--- config.mk ---
export PLATFORM = sky130hd
export DESIGN_NAME = uart_tx_arbiter
export DESIGN_NICKNAME = d
export VERILOG_FILES = /design/src/rtl/uart_tx_arbiter.sv
export SDC_FILE = /design/constraint.sdc
export NUM_CORES = 1
export LEC_CHECK = 0
export BUFFER_PORTS_ARGS = -buffer_cell sky130_fd_sc_hd__buf_2
export CAP_MARGIN = 20
export CORE_UTILIZATION = 45
export CTS_CLUSTER_DIAMETER = 40
export DETAILED_ROUTE_END_ITERATION = 10
export PLACE_DENSITY = 0.69
export SLEW_MARGIN = 20
export SYNTH_ARGS = -nofsm -noshare
export SYNTH_HDL_FRONTEND = slang
export SYNTH_SLANG_ARGS = --single-unit
--- constraint.sdc ---
create_clock -name Clock -period 2.4 [get_ports Clock]
set_input_delay 0.12 -clock Clock [delete_from_list [all_inputs] [get_ports Clock]]
set_output_delay 0.12 -clock Clock [all_outputs]
set_load 0.1 [all_outputs]
--- src/rtl/uart_tx_arbiter.sv ---
// Round-robin arbiter sharing one UART transmitter: grant/load one cycle after Req in IDLE.
// Holds the latched byte until TxDone or watchdog expiry; requesters wait (level Req) while busy.
module uart_tx_arbiter #(
    parameter int NumReq        = 4,
    parameter int IdWidth       = 2,
    parameter int TimeoutCycles = 25000,
    parameter int TimeoutWidth  = 16
) (
    input  logic                  Clock,
    input  logic                  Reset,
    input  logic [NumReq-1:0]     Req,
    input  logic [8*NumReq-1:0]   ReqData,
    output logic [NumReq-1:0]     Grant,
    output logic                  TxDataLoad,
    output logic [7:0]            TxDataIn,
    input  logic                  TxDone,
    output logic                  Busy,
    output logic [IdWidth-1:0]    ActiveId,
    output logic                  Timeout
);

    typedef enum logic [1:0] {
        ST_IDLE = 2'd0,
        ST_LOAD = 2'd1,
        ST_WAIT = 2'd2
    } state_t;

    state_t                  state_q, state_d;
    logic [NumReq-1:0]       grant_q, grant_d;
    logic                    load_q, load_d;
    logic [7:0]              tx_data_q, tx_data_d;
    logic                    busy_q, busy_d;
    logic [IdWidth-1:0]      active_id_q, active_id_d;
    logic                    timeout_q, timeout_d;
    logic [IdWidth-1:0]      ptr_q, ptr_d;
    logic [TimeoutWidth-1:0] wdog_q, wdog_d;

    logic                    sel_vld;
    logic [IdWidth-1:0]      sel;
    logic [IdWidth-1:0]      idx;

    // Scan from the highest offset down so the nearest set bit at or above ptr_q wins.
    always_comb begin
        sel_vld = 1'b0;
        sel     = ptr_q;
        idx     = ptr_q;
        for (int i = NumReq - 1; i >= 0; i--) begin
            idx = ptr_q + IdWidth'(i);
            if (Req[idx]) begin
                sel_vld = 1'b1;
                sel     = idx;
            end
        end
    end

    always_comb begin
        state_d     = state_q;
        grant_d     = '0;
        load_d      = 1'b0;
        tx_data_d   = tx_data_q;
        busy_d      = busy_q;
        active_id_d = active_id_q;
        timeout_d   = 1'b0;
        ptr_d       = ptr_q;
        wdog_d      = wdog_q;
        case (state_q)
            ST_IDLE: begin
                if (sel_vld) begin
                    grant_d[sel] = 1'b1;
                    load_d       = 1'b1;
                    tx_data_d    = ReqData[{sel, 3'b000} +: 8];
                    active_id_d  = sel;
                    busy_d       = 1'b1;
                    state_d      = ST_LOAD;
                end
            end
            ST_LOAD: begin
                wdog_d  = '0;
                ptr_d   = active_id_q + IdWidth'(1);
                state_d = ST_WAIT;
            end
            ST_WAIT: begin
                wdog_d = wdog_q + TimeoutWidth'(1);
                // TxDone takes precedence over a coincident terminal count.
                if (TxDone) begin
                    busy_d  = 1'b0;
                    state_d = ST_IDLE;
                end else if (wdog_q == TimeoutWidth'(TimeoutCycles - 1)) begin
                    timeout_d = 1'b1;
                    busy_d    = 1'b0;
                    state_d   = ST_IDLE;
                end
            end
            default: begin
                busy_d  = 1'b0;
                state_d = ST_IDLE;
            end
        endcase
    end

    always_ff @(posedge Clock) begin
        if (Reset) begin
            state_q     <= ST_IDLE;
            grant_q     <= '0;
            load_q      <= 1'b0;
            tx_data_q   <= 8'h00;
            busy_q      <= 1'b0;
            active_id_q <= '0;
            timeout_q   <= 1'b0;
            ptr_q       <= '0;
            wdog_q      <= '0;
        end else begin
            state_q     <= state_d;
            grant_q     <= grant_d;
            load_q      <= load_d;
            tx_data_q   <= tx_data_d;
            busy_q      <= busy_d;
            active_id_q <= active_id_d;
            timeout_q   <= timeout_d;
            ptr_q       <= ptr_d;
            wdog_q      <= wdog_d;
        end
    end

    assign Grant      = grant_q;
    assign TxDataLoad = load_q;
    assign TxDataIn   = tx_data_q;
    assign Busy       = busy_q;
    assign ActiveId   = active_id_q;
    assign Timeout    = timeout_q;

endmodule

==> results of run 1 <==
-- Yosys cell counts, drive strengths merged --
library cell   n  share of area
o211ai         1         0.0042
and3           2         0.0070
nor2          29          0.060
nand2         10          0.021
and2           1         0.0035
nor4           2         0.0070
mux2i         17          0.095
xnor2          6          0.029
clkbuf         3         0.0063
a211o          1         0.0049
or2            1         0.0035
ha             4          0.028
or3            4          0.014
nand3          2         0.0056
nand3b         8          0.033
o221ai         7          0.034
a41oi          1         0.0049
nor2b          2         0.0070
nand2b         2         0.0070
a2111o         2          0.013
dfxtp         37           0.41
o21ai          4          0.011
buf            3          0.015
nand4          5          0.017
xor2           7          0.034
a21oi         11          0.031
o22ai          1         0.0035
a21o           1         0.0042
or2b           1         0.0042
nor4b          2         0.0097
a211oi         3          0.013
inv            9          0.019
o2111ai        1         0.0049
nor3           4          0.011
and4           3          0.015
o32ai          1         0.0049
nor3b          1         0.0042
-- per-stage QoR --
step / cells / utilization / instance area (µm²)
global placement: 297 / 0.562 / 2100
global route: 305 / 0.598 / 2240
floorplan: 199 / - / 1800
finish: 305 / 0.598 / 2240
detailed placement: 297 / 0.562 / 2100
CTS: 305 / 0.598 / 2240
-- metal layers --
layer,share of wire,track usage
met1,0.47,0.219
met2,0.47,0.347
met3,0.047,0.0503
met4,0.015,0.101
met5,0,0
-- cell type report --
type	instances	area (µm²)	area share
Multi-Input combinational cell	147	986	0.441
Timing Repair Buffer	56	283	0.126
Clock buffer	5	68.8	0.0308
Sequential cell	37	741	0.331
Inverter	9	33.8	0.0151
Tap cell	48	60.1	0.0268
Clock inverter	3	65.1	0.0291
-- state kept, by name, summed over array words and instances, names as in the netlist --
| name | cells |
|---|---|
| Grant | 4 |
| TxDataIn | 8 |
| ptr_q | 2 |
| wdog_q | 16 |
| state_q | 2 |
| Busy | 1 |
| ActiveId | 2 |
| Timeout | 1 |
| TxDataLoad | 1 |
-- cells by family after synthesis --
family / share of synthesized area
xor gates and xnor gates: 0.0633
DFF: 0.412
buffers and inverters: 0.0403
AOI/OAI and AO/OA: 0.132
muxes: 0.0946
adders and majority gates: 0.0278
and+or+nand+nor: 0.230
-- path summary, 6_finish.rpt --
path                                                  to                startpoint  cells after the start
worst min register to register  TxDataIn[0]$_SDFFE_PP0P_  TxDataIn[0]$_SDFFE_PP0P_                      2
worst max register to register   wdog_q[15]$_SDFFE_PP0P_   state_q[1]$_SDFFE_PP0P_                      7
worst max-delay path             wdog_q[15]$_SDFFE_PP0P_   state_q[1]$_SDFFE_PP0P_                      7
worst min-delay path                  Timeout$_SDFF_PP0_                    TxDone                      3
-- report_power, final --
part	switching (mW)	internal [mW]	leakage, nW
clock	0.219	0.413	0.0681
combinational	0.486	0.161	0.636
sequential	0.0386	0.671	0.302
total	0.744	1.24	1.01
-- critical path, cell delays in order (launching register included) --
cell     delay [ns]
dfxtp_1        0.37
inv_1          0.08
ha_1           0.40
and3_1         0.25
nand4_1        0.29
nor4_1         0.41
xnor2_1        0.16
nor2_1         0.05
==> impl_metrics.csv, run 1 <==
group,metric,value,unit
critical_path,cp.arrival,2.29,ns
routing,firstDrtPassIters,4,
power,p_leak,1.01,nW
synth,yosysWarnings,0,
power,ir_drop,0.587,mV
grt,gr-total-overflow,0,
timing,setup_viol,0,
synth,syn_nets,242,
critical_path,required,2.56,ns
critical_path,regToRegSetupSlack,0.27,ns
clocking,root_buffer,"clkbuf_8",
power,p_per_area,889,nW/µm²
floorplanning,dieArea,4250,µm²
worst_hold_path,hp-class,"input pin to register",
floorplanning,ios,56,
power,finalPower,1.99,mW
cells_and_area,layout_commonest_cell,"buf_2",
timing,maxSlewViolCount,0,
floorplanning,core_area,3740,µm²
grt,grt_util_all_layers,0.198,
critical_path,worst-path-max-fanout,8,
floorplanning,die_height,65.2,µm
clocking,clock-sinks,37,
cells_and_area,diodes,0,
cells_and_area,drive_gt1_frac,0.253,
timing,rsz0062_at_grt,"false",
clocking,clkLatencyLatePin,0.29,ns
routing,initialDrtViolationCount,67,
clocking,postCtsHoldBufs,0,
timing,clock_skew,0.0105,ns
timing,maxSlewHeadroom,0.460,
timing,hold_viol_final,0,
grt,grt_max_degree,19,
clocking,cts_resized,0,
timing,timing.hold.ws,0.110,ns
synth,ys_ff_latch,37,
critical_path,worst-setup-path-type,"register to register",
routing,avgRoutedWirePerCell,12.8,µm
run,cap_violations,0,
synth,synth-seq-area-share,0.412,
routing,route.detailed.drc,0,
timing,fmax,0.469,GHz
clocking,cts_tree,"done",
synth,netlist_instances,199,
critical_path,critPathCaptureType,"register",
cells_and_area,layout_common_cells,"buf_2 (55), dfxtp_1 (37), nor2_1 (29), mux2i_1 (17), a21oi_1 (11)",
clocking,htree_num_levels,2,
placed_design,gp_congestion,0.753,
cells_and_area,fillCellCount,352,
floorplanning,die-width,65.2,µm
cells_and_area,finalNetCount,299,
grt,grt_first_pass_wirelength,6520,µm
routing,vias,1621,
cells_and_area,synthToLayoutAreaGrowth,24.3,%
timing,finalCriticalPeriod,2.13,ns
clocking,numCtsBuffers,5,
grt,grt_pass1_vias,1538,
clocking,clk_pin_slew_worst_paths,0.07,ns
placed_design,portBuffers,55,
synth,avgSynthCellArea,9.04,µm²
timing,worst_pin_slew,0.810,ns
routing,antenna_left,0,
timing,worst_slack,0.269,ns
placed_design,dp_slack,0.293,ns
timing,period_share,0.888,
routing,finalWirelength,3920,µm
synth,syn_area,1800,µm²
timing,tns,0,ns
floorplanning,initial_core_util,0.481,
critical_path,crit_path_start_kind,"register",
clocking,cts_setup_buffers,0,
synth,ys_types,38,
floorplanning,rows,22,
placed_design,post-dp-hpwl,2870,µm
grt,antenna_found_initial,0,
routing,viasPerCell,5.31,
clocking,cts_buffer_depth,2,
run_status,outcome,"completed",
Note: power is estimated with default switching activity, not from simulation.
==> run 2, diff against run 1 <==
--- a/config.mk
+++ b/config.mk
@@ -7,6 +7,7 @@
 export LEC_CHECK = 0
 export BUFFER_PORTS_ARGS = -buffer_cell sky130_fd_sc_hd__buf_2
 export CAP_MARGIN = 20
+export CORE_MARGIN = 2
 export CORE_UTILIZATION = 45
 export CTS_CLUSTER_DIAMETER = 40
 export DETAILED_ROUTE_END_ITERATION = 10
==> constraint.sdc (replaced) <==
create_clock -name Clock -period 2.4 [get_ports Clock]
set_input_delay 0.24 -clock Clock [delete_from_list [all_inputs] [get_ports Clock]]
set_output_delay 0.24 -clock Clock [all_outputs]
set_load 0.1 [all_outputs]
==> run 2 against run 1 <==
- non-clock buffer count stayed put
- flip-flop and latch count did not move
- critical path depth unchanged
- first-iteration DRC count is 3.0% higher
- die area is 6.2% higher
- clock skew down 0.0073 ns
- sequential share of layout area rose by 0.26 points
- fmax is 1.0% higher
- count of clock-buffer cells in the layout is 2 higher
- wire length decreased by 2.1%
- worst hold slack better by 0.12 ns
- worst setup slack better by 0.021 ns
==> impl_metrics.csv, run 2 (synthesis results as in run 1) <==
group,metric,value,unit
run_status,outcome,"completed",
grt,antenna_found_initial,0,
clocking,cts_tree,"done",
run,cap_violations,0,
routing,antenna_left,0,
cells_and_area,synthToLayoutAreaGrowth,23.4,%
grt,grt_pass1_vias,1499,
placed_design,placed_area,2100,µm²
clocking,clock-sinks,37,
critical_path,critPathCaptureType,"register",
critical_path,worst-setup-path-type,"register to register",
cells_and_area,diodes,0,
worst_hold_path,hold_depth,3,
critical_path,regToRegSetupSlack,0.29,ns
floorplanning,dieArea,4520,µm²
floorplanning,die_height,67.2,µm
grt,grt_use_met3,0.0500,
clocking,root_buffer,"clkbuf_8",
critical_path,r2r_start,"state_q[0]$_SDFFE_PP0P_",
worst_hold_path,hp-class,"input pin to register",
power,p_per_area,858,nW/µm²
timing,maxSlewHeadroom,0.456,
floorplanning,die-width,67.2,µm
critical_path,crit_path_start_kind,"register",
critical_path,r2r_cells,7,
worst_hold_path,holdPathEnd,"Timeout$_SDFF_PP0_",
critical_path,r2r-end,"wdog_q[15]$_SDFFE_PP0P_",
clocking,clk_pin_slew_worst_paths,0.07,ns
placed_design,portBuffers,55,
routing,finalWirelength,3830,µm
clocking,cts_setup_buffers,0,
cells_and_area,regMostFlops,"wdog_q",
critical_path,required,2.57,ns
power,p_leak,0.997,nW
clocking,numCtsBuffers,5,
critical_path,cp.arrival,2.27,ns
grt,met2_usage,0.316,
timing,setup_viol,0,
clocking,postCtsHoldBufs,0,
placed_design,gp_congestion,0.745,
timing,hold_viol_final,0,
floorplanning,ios,56,
routing,avgRoutedWirePerCell,12.6,µm
floorplanning,core_area,3740,µm²
routing,firstDrtPassIters,4,
cells_and_area,finalNetCount,299,
timing,fmax,0.474,GHz
grt,gr-total-overflow,0,
grt,grt_util_all_layers,0.185,
floorplanning,initial_core_util,0.481,
grt,grt_util_met1,0.211,
cells_and_area,drive_gt1_frac,0.249,
routing,vias,1591,
placed_design,post-dp-hpwl,2860,µm
routing,initialDrtViolationCount,69,
timing,rsz0062_at_grt,"false",
worst_hold_path,hp-start,"TxDone",
timing,worst_pin_slew,0.816,ns
grt,grt_max_degree,19,
cells_and_area,fin_area,2220,µm²
clocking,cts_resized,0,
clocking,clkLatencyLatePin,0.29,ns
timing,tns,0,ns
cells_and_area,layout_commonest_cell,"buf_2",
routing,route.detailed.drc,0,
grt,grt_first_pass_wirelength,6260,µm
floorplanning,rows,22,
critical_path,worst-path-max-fanout,8,
timing,period_share,0.879,
power,ir_drop,0.481,mV
cells_and_area,largest_register_ffs,16,
timing,clock_skew,0.00321,ns
clocking,cts_buffer_depth,2,
grt,grt_busiest_layer,"met2",
routing,viasPerCell,5.22,
timing,maxSlewViolCount,0,
timing,finalCriticalPeriod,2.11,ns
cells_and_area,layout_common_cells,"buf_2 (55), dfxtp_1 (37), nor2_1 (29), mux2i_1 (17), a21oi_1 (11)",
clocking,htree_num_levels,2,
[run 2: cell count changes in the layout (fill, tap and decap cells not counted)]
cell | previous run | this run
bufinv_16 | 2 | 1
clkbuf_1 | 0 | 1
clkbuf_8 | 5 | 6
clkinv_2 | 1 | 0
[run 2: worst max path at each step]
stage                     depth (start not counted)                  endpoint  slack, ns               startpoint
after floorplan                                   7   wdog_q[15]$_SDFFE_PP0P_       0.51  state_q[0]$_SDFFE_PP0P_
after global placement                            6  TxDataIn[3]$_SDFFE_PP0P_       0.36                   Req[3]
after detailed placement                          7   wdog_q[15]$_SDFFE_PP0P_       0.30  state_q[0]$_SDFFE_PP0P_
after CTS                                         7   wdog_q[15]$_SDFFE_PP0P_       0.28  state_q[0]$_SDFFE_PP0P_
after global routing                              7   wdog_q[15]$_SDFFE_PP0P_       0.08  state_q[0]$_SDFFE_PP0P_
final                                             7   wdog_q[15]$_SDFFE_PP0P_       0.29  state_q[0]$_SDFFE_PP0P_
[run 2: area by class of cell]
cell class                      instances  area [µm²]
Tap cell                               48        60.1
Fill cell                             375        1520
Timing Repair Buffer                   56         283
Clock buffer                            7        86.3
Multi-Input combinational cell        147         986
Clock inverter                          1        30.0
Sequential cell                        37         741
Inverter                                9        33.8
[run 2: metal layers]
| metal | share of wire | routed length (µm) |
|---|---|---|
| met1 | 0.44 | 1710 |
| met2 | 0.50 | 1910 |
| met3 | 0.039 | 149 |
| met4 | 0.018 | 68 |
| met5 | 0 | 0 |
[run 2: per-stage QoR]
stage | hold slack [ns] | worst slack (ns) | instances | utilization | power [mW]
finish | 0.225 | 0.291 | 305 | 0.593 | 1.91
global route | 0.246 | 0.0809 | 305 | 0.593 | 1.99
CTS | 0.221 | 0.279 | 305 | 0.593 | 1.93
detailed placement | 0.483 | 0.302 | 297 | 0.562 | 1.37
global placement | 0.479 | 0.358 | 297 | 0.562 | 1.36
floorplan | 0.426 | 0.514 | 199 | - | 1.25
[run 2: worst max-delay path, cell delays in order, from the launching register on]
cell and delay (ns):
dfxtp_1 0.36, inv_1 0.07, ha_1 0.40, and3_1 0.25, nand4_1 0.29, nor4_1 0.41, xnor2_1 0.16, nor2_1 0.05
[run 2: power breakdown]
part           internal (mW)  switching [mW]
combinational          0.161           0.481
clock                  0.339           0.215
sequential             0.671          0.0375
